==> config.mk <==
export PLATFORM = sky130hd
export DESIGN_NAME = instr_fetch_flat
export DESIGN_NICKNAME = d
export VERILOG_FILES = /design/src/rtl/cpu_pkg.sv /design/src/rtl/instr_fetch_if.sv /design/src/rtl/pc_counter.sv /design/src/rtl/instr_fetch.sv /design/src/flat_wrapper.sv
export SDC_FILE = /design/constraint.sdc
export NUM_CORES = 1
export LEC_CHECK = 0
export ABC_CLOCK_PERIOD_IN_PS = 2600
export BUFFER_PORTS_ARGS = -buffer_cell sky130_fd_sc_hd__buf_2
export CORE_MARGIN = 4
export CORE_UTILIZATION = 40
export CTS_BUF_LIST = sky130_fd_sc_hd__clkbuf_16
export DETAILED_ROUTE_END_ITERATION = 10
export HOLD_SLACK_MARGIN = 0.05
export PLACE_DENSITY = 0.76
export SETUP_SLACK_MARGIN = 0.15
export SKIP_CTS_REPAIR_TIMING = 1
export SLEW_MARGIN = 20
export SYNTH_ARGS = -nofsm -noshare
export SYNTH_HDL_FRONTEND = slang
export SYNTH_SLANG_ARGS = --single-unit
==> constraint.sdc <==
create_clock -name clk -period 2.6 [get_ports clk]
set_input_delay 0.26 -clock clk [delete_from_list [all_inputs] [get_ports clk]]
set_output_delay 0.26 -clock clk [all_outputs]
set_load 0.01 [all_outputs]
==> src/rtl/cpu_pkg.sv <==
// Shared fetch-stage types and widths.
package cpu_pkg;
  localparam int unsigned ADDR_W  = 8;
  localparam int unsigned INSTR_W = 32;

  localparam logic [ADDR_W-1:0] RESET_PC_DEF = 8'h00;

  typedef enum logic [1:0] {
    IDLE  = 2'd0,
    FETCH = 2'd1,
    HOLD  = 2'd2,
    FLUSH = 2'd3
  } fetch_state_t;
endpackage

==> src/rtl/instr_fetch_if.sv <==
// Instruction-memory and decode handshake bundle for the fetch stage.
interface instr_fetch_if;
  import cpu_pkg::*;

  logic               imem_req;
  logic [ADDR_W-1:0]  imem_addr;
  logic               imem_ack;
  logic [INSTR_W-1:0] imem_rdata;
  logic               instr_valid;
  logic               instr_ready;
  logic [INSTR_W-1:0] instruction;
  logic [ADDR_W-1:0]  pc_out;

  modport master (
    output imem_req, imem_addr, instr_valid, instruction, pc_out,
    input  imem_ack, imem_rdata, instr_ready
  );

  modport slave (
    input  imem_req, imem_addr, instr_valid, instruction, pc_out,
    output imem_ack, imem_rdata, instr_ready
  );
endinterface

==> src/rtl/pc_counter.sv <==
// Program counter: reset load, branch redirect, and modulo-256 increment.
module pc_counter
  import cpu_pkg::*;
#(
  parameter logic [ADDR_W-1:0] RESET_PC = RESET_PC_DEF,
  parameter logic [ADDR_W-1:0] PC_STEP  = 8'd1
) (
  input  logic              clk,
  input  logic              rst_n,
  input  logic              i_load,
  input  logic [ADDR_W-1:0] i_target,
  input  logic              i_inc,
  output logic [ADDR_W-1:0] o_pc
);
  logic [ADDR_W-1:0] r_pc;

  // Redirect wins over increment; the add wraps naturally at 8 bits.
  always_ff @(posedge clk) begin
    if (!rst_n)      r_pc <= RESET_PC;
    else if (i_load) r_pc <= i_target;
    else if (i_inc)  r_pc <= r_pc + PC_STEP;
  end

  assign o_pc = r_pc;
endmodule

==> src/rtl/instr_fetch.sv <==
// Fetch stage: request/ack handshake to instruction memory, one-word hold register toward decode.
module instr_fetch
  import cpu_pkg::*;
#(
  parameter logic [ADDR_W-1:0] RESET_PC = RESET_PC_DEF,
  parameter logic [ADDR_W-1:0] PC_STEP  = 8'd1
) (
  input  logic              clk,
  input  logic              rst_n,
  input  logic              en,
  input  logic              branch_taken,
  input  logic [ADDR_W-1:0] branch_target,
  instr_fetch_if.master     bus
);
  fetch_state_t       r_state;
  logic               r_req;
  logic               r_valid;
  logic [INSTR_W-1:0] r_instr;
  logic [ADDR_W-1:0]  r_pc_out;
  logic [ADDR_W-1:0]  w_pc;
  logic               w_inc;

  assign w_inc = (r_state == FETCH) && bus.imem_ack && !branch_taken;

  pc_counter #(
    .RESET_PC (RESET_PC),
    .PC_STEP  (PC_STEP)
  ) u_pc (
    .clk      (clk),
    .rst_n    (rst_n),
    .i_load   (branch_taken),
    .i_target (branch_target),
    .i_inc    (w_inc),
    .o_pc     (w_pc)
  );

  // Reset beats branch, branch beats every per-state action.
  always_ff @(posedge clk) begin
    if (!rst_n) begin
      r_state  <= IDLE;
      r_req    <= 1'b0;
      r_valid  <= 1'b0;
      r_instr  <= '0;
      r_pc_out <= '0;
    end else if (branch_taken) begin
      r_state <= FLUSH;
      r_req   <= 1'b0;
      r_valid <= 1'b0;
    end else begin
      case (r_state)
        IDLE, FLUSH: begin
          if (en) begin
            r_state <= FETCH;
            r_req   <= 1'b1;
          end else begin
            r_state <= IDLE;
          end
        end
        FETCH: begin
          if (bus.imem_ack) begin
            r_instr  <= bus.imem_rdata;
            r_pc_out <= w_pc;
            r_valid  <= 1'b1;
            r_req    <= 1'b0;
            r_state  <= HOLD;
          end
        end
        HOLD: begin
          if (bus.instr_ready) begin
            r_valid <= 1'b0;
            if (en) begin
              r_state <= FETCH;
              r_req   <= 1'b1;
            end else begin
              r_state <= IDLE;
            end
          end
        end
        default: r_state <= IDLE;
      endcase
    end
  end

  assign bus.imem_req    = r_req;
  assign bus.imem_addr   = w_pc;
  assign bus.instr_valid = r_valid;
  assign bus.instruction = r_instr;
  assign bus.pc_out      = r_pc_out;
endmodule
==> src/flat_wrapper.sv <==
// flat-port wrapper written by rule: the top's interface ports become plain ports
module instr_fetch_flat import cpu_pkg::*;
#(
  parameter logic [ADDR_W-1:0] RESET_PC = RESET_PC_DEF,
  parameter logic [ADDR_W-1:0] PC_STEP  = 8'd1
)
  (clk, rst_n, en, branch_taken, branch_target, bus_imem_req, bus_imem_addr, bus_instr_valid, bus_instruction, bus_pc_out, bus_imem_ack, bus_imem_rdata, bus_instr_ready);
  instr_fetch_if bus_i ();
  input  logic clk;
  input  logic rst_n;
  input  logic en;
  input  logic branch_taken;
  input  logic [ADDR_W-1:0] branch_target;
  output wire logic [$bits(bus_i.imem_req)-1:0] bus_imem_req;
  output wire logic [$bits(bus_i.imem_addr)-1:0] bus_imem_addr;
  output wire logic [$bits(bus_i.instr_valid)-1:0] bus_instr_valid;
  output wire logic [$bits(bus_i.instruction)-1:0] bus_instruction;
  output wire logic [$bits(bus_i.pc_out)-1:0] bus_pc_out;
  input wire logic [$bits(bus_i.imem_ack)-1:0] bus_imem_ack;
  input wire logic [$bits(bus_i.imem_rdata)-1:0] bus_imem_rdata;
  input wire logic [$bits(bus_i.instr_ready)-1:0] bus_instr_ready;
  assign bus_imem_req = bus_i.imem_req;
  assign bus_imem_addr = bus_i.imem_addr;
  assign bus_instr_valid = bus_i.instr_valid;
  assign bus_instruction = bus_i.instruction;
  assign bus_pc_out = bus_i.pc_out;
  assign bus_i.imem_ack = bus_imem_ack;
  assign bus_i.imem_rdata = bus_imem_rdata;
  assign bus_i.instr_ready = bus_instr_ready;
  instr_fetch #(.RESET_PC(RESET_PC), .PC_STEP(PC_STEP)) u_core (.clk(clk), .rst_n(rst_n), .en(en), .branch_taken(branch_taken), .branch_target(branch_target), .bus(bus_i));
endmodule
# Word-level counts from Yosys, hierarchy flattened
# Index checks and enable logic that the tools add are counted.
dict set report op_classes {
  n_addsub 1
  muxes 14
  n_eq_ne 7
  reduce_logical 12
  n_bitwise 2
}
# op count
set ops {}
lappend ops {{8-bit 2-to-1 mux} 2}
lappend ops {{8-bit by 1-bit adder with 8-bit output (second input constant)} 1}
lappend ops {{1-bit 2-to-1 mux} 6}
lappend ops {{2-bit 2-to-1 mux} 3}
lappend ops {{3-bit inequality test (second input constant)} 2}
lappend ops {{2-bit case mux with 3 select lines} 1}
lappend ops {{3-bit AND reduction} 2}
lappend ops {{2-bit equality test (second input constant)} 2}
lappend ops {{2-bit inequality test (second input constant)} 2}
lappend ops {{2-bit AND reduction} 2}
lappend ops {{2-bit nonzero test} 2}
lappend ops {{2-bit OR reduction} 2}
lappend ops {{1-bit case mux with 3 select lines} 1}
lappend ops {{2-bit by 1-bit equality test with 1-bit output (second input constant)} 1}
lappend ops {{1-bit logical AND} 2}
lappend ops {{2-bit logical NOT} 1}
lappend ops {{1-bit NOT} 2}
lappend ops {{1-bit case mux with 2 select lines} 1}
lappend ops {{1-bit logical NOT} 1}
dict set report word_totals {
  elab_cells 42
  inputBits 46
  output_inout_bits 50
  ff_bits 52
}

# Logic depth before layout (Yosys ltp)
dict set report depth {
  word_depth 5
  ltp_mapped 5
  mapped_depth_nobuf 4
}

# Cells and area by module
# From an unflattened synthesis, not the netlist that was laid out.
dict set report hier_totals {
  hier_cells 255
  area_unflattened_um2 2212.1
}
# mod cells_each instances seq_area_each_um2 area_each_um2
set by_module_without_submodules {}
lappend by_module_without_submodules {instr_fetch 200 1 880.8 1750.4}
lappend by_module_without_submodules {pc_counter 55 1 160.2 461.7}

# Least setup slack after synthesis
# OpenSTA, ideal clock, no wires.
dict set report synth_path {
  path_kind {reg2reg}
  from {reg u_core.u_pc.r_pc[0], in the netlist u_core.u_pc.o_pc[0]}
  to {reg u_core.u_pc.r_pc[4], in the netlist u_core.u_pc.o_pc[4]}
  synth_period_minus_slack_ns 1.314
  slack_ns 1.286
  stages_incl_launch_ff 5
  setup_time_ns 0.074
  arrival_time_ns 1.239
  path_cell_list {dfxtp_1 ha_1 nand4b_1 or3_1 a31oi_1}
}
dict set report synth_between {
  elab_chain_len 3
}
# element line_no
set synth_rtl {}
lappend synth_rtl {{start, declared} pc_counter.sv:15} ;# logic [ADDR_W-1:0] r_pc;
lappend synth_rtl {{start signal, assigned} pc_counter.sv:20} ;# else if (i_load) r_pc <= i_target;
lappend synth_rtl {{start signal, assigned} pc_counter.sv:21} ;# else if (i_inc) r_pc <= r_pc + PC_STEP;
lappend synth_rtl {{8-bit by 1-bit adder with 8-bit output} pc_counter.sv:21}
lappend synth_rtl {{8-bit 2-to-1 mux} pc_counter.sv:21}
lappend synth_rtl {{8-bit 2-to-1 mux} pc_counter.sv:20}
# Every way passes these cells. The select of a mux whose other input is x is not followed.
# A chain may end at the register's enable or synchronous reset.

# Worst setup path in the final report
dict set report layout_path {
  from {reg u_core.r_state[0]}
  to {reg u_core.r_instr[20], in the netlist u_core.bus.instruction[20]}
}
dict set report layout_between {
  elab_chain_len 2
}
# element line_no
set layout_rtl {}
lappend layout_rtl {{start, declared} instr_fetch.sv:15} ;# fetch_state_t r_state;
lappend layout_rtl {{start signal, assigned} instr_fetch.sv:40} ;# r_state <= IDLE;
lappend layout_rtl {{start signal, assigned} instr_fetch.sv:46} ;# r_state <= FLUSH;
lappend layout_rtl {{start signal, assigned} instr_fetch.sv:53} ;# r_state <= FETCH;
lappend layout_rtl {{2-bit by 1-bit equality test with 1-bit output} instr_fetch.sv:50} ;# case (r_state)
lappend layout_rtl {{3-bit AND reduction (no source line)} n/a}
lappend layout_rtl {{end signal, assigned} instr_fetch.sv:61} ;# r_instr <= bus.imem_rdata;
lappend layout_rtl {{end, declared} instr_fetch.sv:18} ;# logic [INSTR_W-1:0] r_instr;
# Every way passes these cells.

==> flow_summary.ini <==
[timing]
period_minus_slack_ns = 1.73
rsz0062_at_grt = false
hold_viol = 0
finalSetupViolCount = 0
min_period_over_period_pct = 66.5
slew_headroom_pct = 45.8
fmax_ghz = 0.578
slew_violations = 0
tightest_slew_ns = 0.813
skew_ns = 0.00333
tns_ns = 0

[clock_network]
clock_latency_ns = 0.28
cts_sinks = 52
htree_levels = 2
root_buffer = clkbuf_16
tritoncts = built
cts_inserted_buffers = 5
path_clk_slew_ns = 0.06
cts_buffer_depth = 2

[synthesis]
synthesis.area_sq_um = 2020
ys.flop_type = dfxtp_1
synth_nets = 290
async_reset_ff_share_pct = 0
ys_seq_elements = 52
syn_inst = 243
seq_area_frac_synth_pct = 51.6
ys.warnings.count = 0
avgSynthCellArea_sq_um = 8.30
synth-edff-count = 0
ys_types = 31

[setup_path]
setup.worst_path.end_class = register
crit_chain = and4bb_2, nand2_1, a21boi_0
r2r-end = u_core.bus.instruction[20]$_SDFFE_PN0P_
worst-path-max-fanout = 40
r2r-start = u_core.r_state[0]$_SDFFE_PN0P_
reg2regPathDepth = 3
worstPathArrival_ns = 1.93
cp_slowest_cell = and4bb_2
cpPeakStageDelay_ns = 0.83
critPathLaunchType = register
reg2reg_slack_ns = 0.87
critPathKind = reg -> reg
crit_end = u_core.bus.instruction[20]$_SDFFE_PN0P_
required_ns = 2.80
startpoint = u_core.r_state[0]$_SDFFE_PN0P_

[grt]
grt_usage_pct = 15.5
grt_pass1_vias = 1679
grt_pass1_wl_um = 7730
grt_max_degree = 41
antenna_found_initial = 0
grt.overflow.total = 0

[outcome]
status = finished clean

[min_path]
hp-class = in -> reg
whs_path_depth = 2

[detailed_routing]
firstDrtPassIters = 4
viasPerCell = 4.89
antenna_left = 0
wl_per_cell_um = 12.3
drc_errors = 0
routed_wl_um = 4900
vias = 1957
first_iter_violations = 77

[floorplan]
dieWidth_um = 79.0
die_area_sq_um = 6240
ioPinCount = 96
start_util_pct = 41.9
die_h_um = 79.0
core-area_sq_um = 4820
fp-row-count = 25

[run]
cap_viol_max_count = 0

[place]
io_buffers = 95
gp_congestion = 0.890
post_dp_cell_area_sq_um = 2530
dpl.hpwl_um = 3590

[finish]
final_cell_mix = buf_2 (95), nand2_1 (84), dfxtp_1 (52), a21oi_1 (29), a21boi_0 (13)
antennaDiodeCount = 0
drive_above_1_share_pct = 32.4
fin_area_sq_um = 2670
nNetsFinal = 380
area_growth_pct = 32.3
layout_commonest_cell = buf_2

[power_and_ir_drop]
ir_worst_vdd_mv = 0.345
power_leakage_nw = 1.17
power_density_nw_per_um2 = 605
-- synth_stat cells (2+ instances only) --
cell type / instances / area (sq um)
dfxtp_1: 52 / 1040
xnor2_1: 2 / 17.5
clkbuf_1: 9 / 33.8
or3_1: 2 / 12.5
a21oi_1: 29 / 145
o31ai_1: 3 / 22.5
a21boi_0: 13 / 97.6
o21ai_0: 11 / 55.1
nand3_1: 2 / 10.0
clkinv_1: 2 / 7.51
or4_1: 3 / 22.5
a21boi_1: 2 / 15.0
or3b_2: 2 / 17.5
nand2_1: 84 / 315
buf_2: 4 / 20.0
a31oi_1: 8 / 50.1
-- power by group --
group / total [W] / switching (W) / internal (W)
clock network: 0.000606 / 0.000260 / 0.000346
logic: 0.000158 / 0.0000839 / 0.0000746
registers: 0.000851 / 0.0000266 / 0.000824
total: 0.00162 / 0.000371 / 0.00124
-- state kept, by name (all words and copies together), names as in the netlist --
signal,count
u_core.bus.pc_out,8
u_core.bus.instruction,32
u_core.r_state,2
u_core.bus.instr_valid,1
u_core.u_pc.o_pc,8
u_core.bus.imem_req,1
-- stage by stage --
| stage | hold WS (ns) | util [%] | instances | total power (W) | setup slack [ns] |
|---|---|---|---|---|---|
| global placement | 0.439 | 52.6 | 393 | 0.00103 | 0.905 |
| finish | 0.196 | 55.4 | 400 | 0.00162 | 0.870 |
| global route | 0.200 | 55.4 | 400 | 0.00169 | 0.666 |
| floorplan | 0.337 | - | 243 | 0.000950 | 1.29 |
| detailed placement | 0.445 | 52.6 | 393 | 0.00103 | 0.849 |
| CTS | 0.185 | 55.4 | 400 | 0.00164 | 0.830 |
-- worst min-delay path by stage --
stage / startpoint / endpoint / slack [ns]
finish: branch_taken / u_core.bus.imem_req$_SDFFE_PP0P_ / 0.20
detailed placement: u_core.bus.instruction[29]$_SDFFE_PN0P_ / u_core.bus.instruction[29]$_SDFFE_PN0P_ / 0.44
CTS: branch_taken / u_core.bus.imem_req$_SDFFE_PP0P_ / 0.18
floorplan: branch_taken / u_core.bus.imem_req$_SDFFE_PP0P_ / 0.34
global placement: u_core.bus.instruction[27]$_SDFFE_PN0P_ / u_core.bus.instruction[27]$_SDFFE_PN0P_ / 0.44
global route: branch_taken / u_core.bus.imem_req$_SDFFE_PP0P_ / 0.20
-- critical path: cells and delay by family (launching register included) --
family	cells	cell delay, ns
AOI/OAI and AO/OA	1	0.18
and+or+nand+nor	2	0.93
DFF	1	0.53
-- cells by family after synthesis --
| family | share of synthesized area (%) |
|---|---|
| buffers and inverters | 3.60 |
| DFF | 51.6 |
| AOI/OAI and AO/OA | 20.0 |
| and+or+nand+nor | 23.3 |
| xor gates and xnor gates | 0.869 |
| adders and majority gates | 0.620 |
-- metal layers --
| layer | up-vias | wire, um | global-route usage [%] |
|---|---|---|---|
| li1 | 1006 | - | - |
| met2 | 54 | 2510 | 27.6 |
| met5 | - | 0 | 0 |
| met1 | 895 | 2040 | 17.7 |
| met4 | 0 | 47 | 5.84 |
| met3 | 2 | 309 | 4.20 |
-- final cells by class --
| class | count | area [sq um] |
|---|---|---|
| fillers | 493 | 2150 |
| flip-flops and latches | 52 | 1040 |
| multi-input cells | 174 | 908 |
| repair buffers | 97 | 490 |
| clock buffers | 5 | 125 |
| well taps | 67 | 83.8 |
| inverters | 3 | 11.3 |
| clock inverters | 2 | 8.76 |
Power figures use the tool's default switching activity.
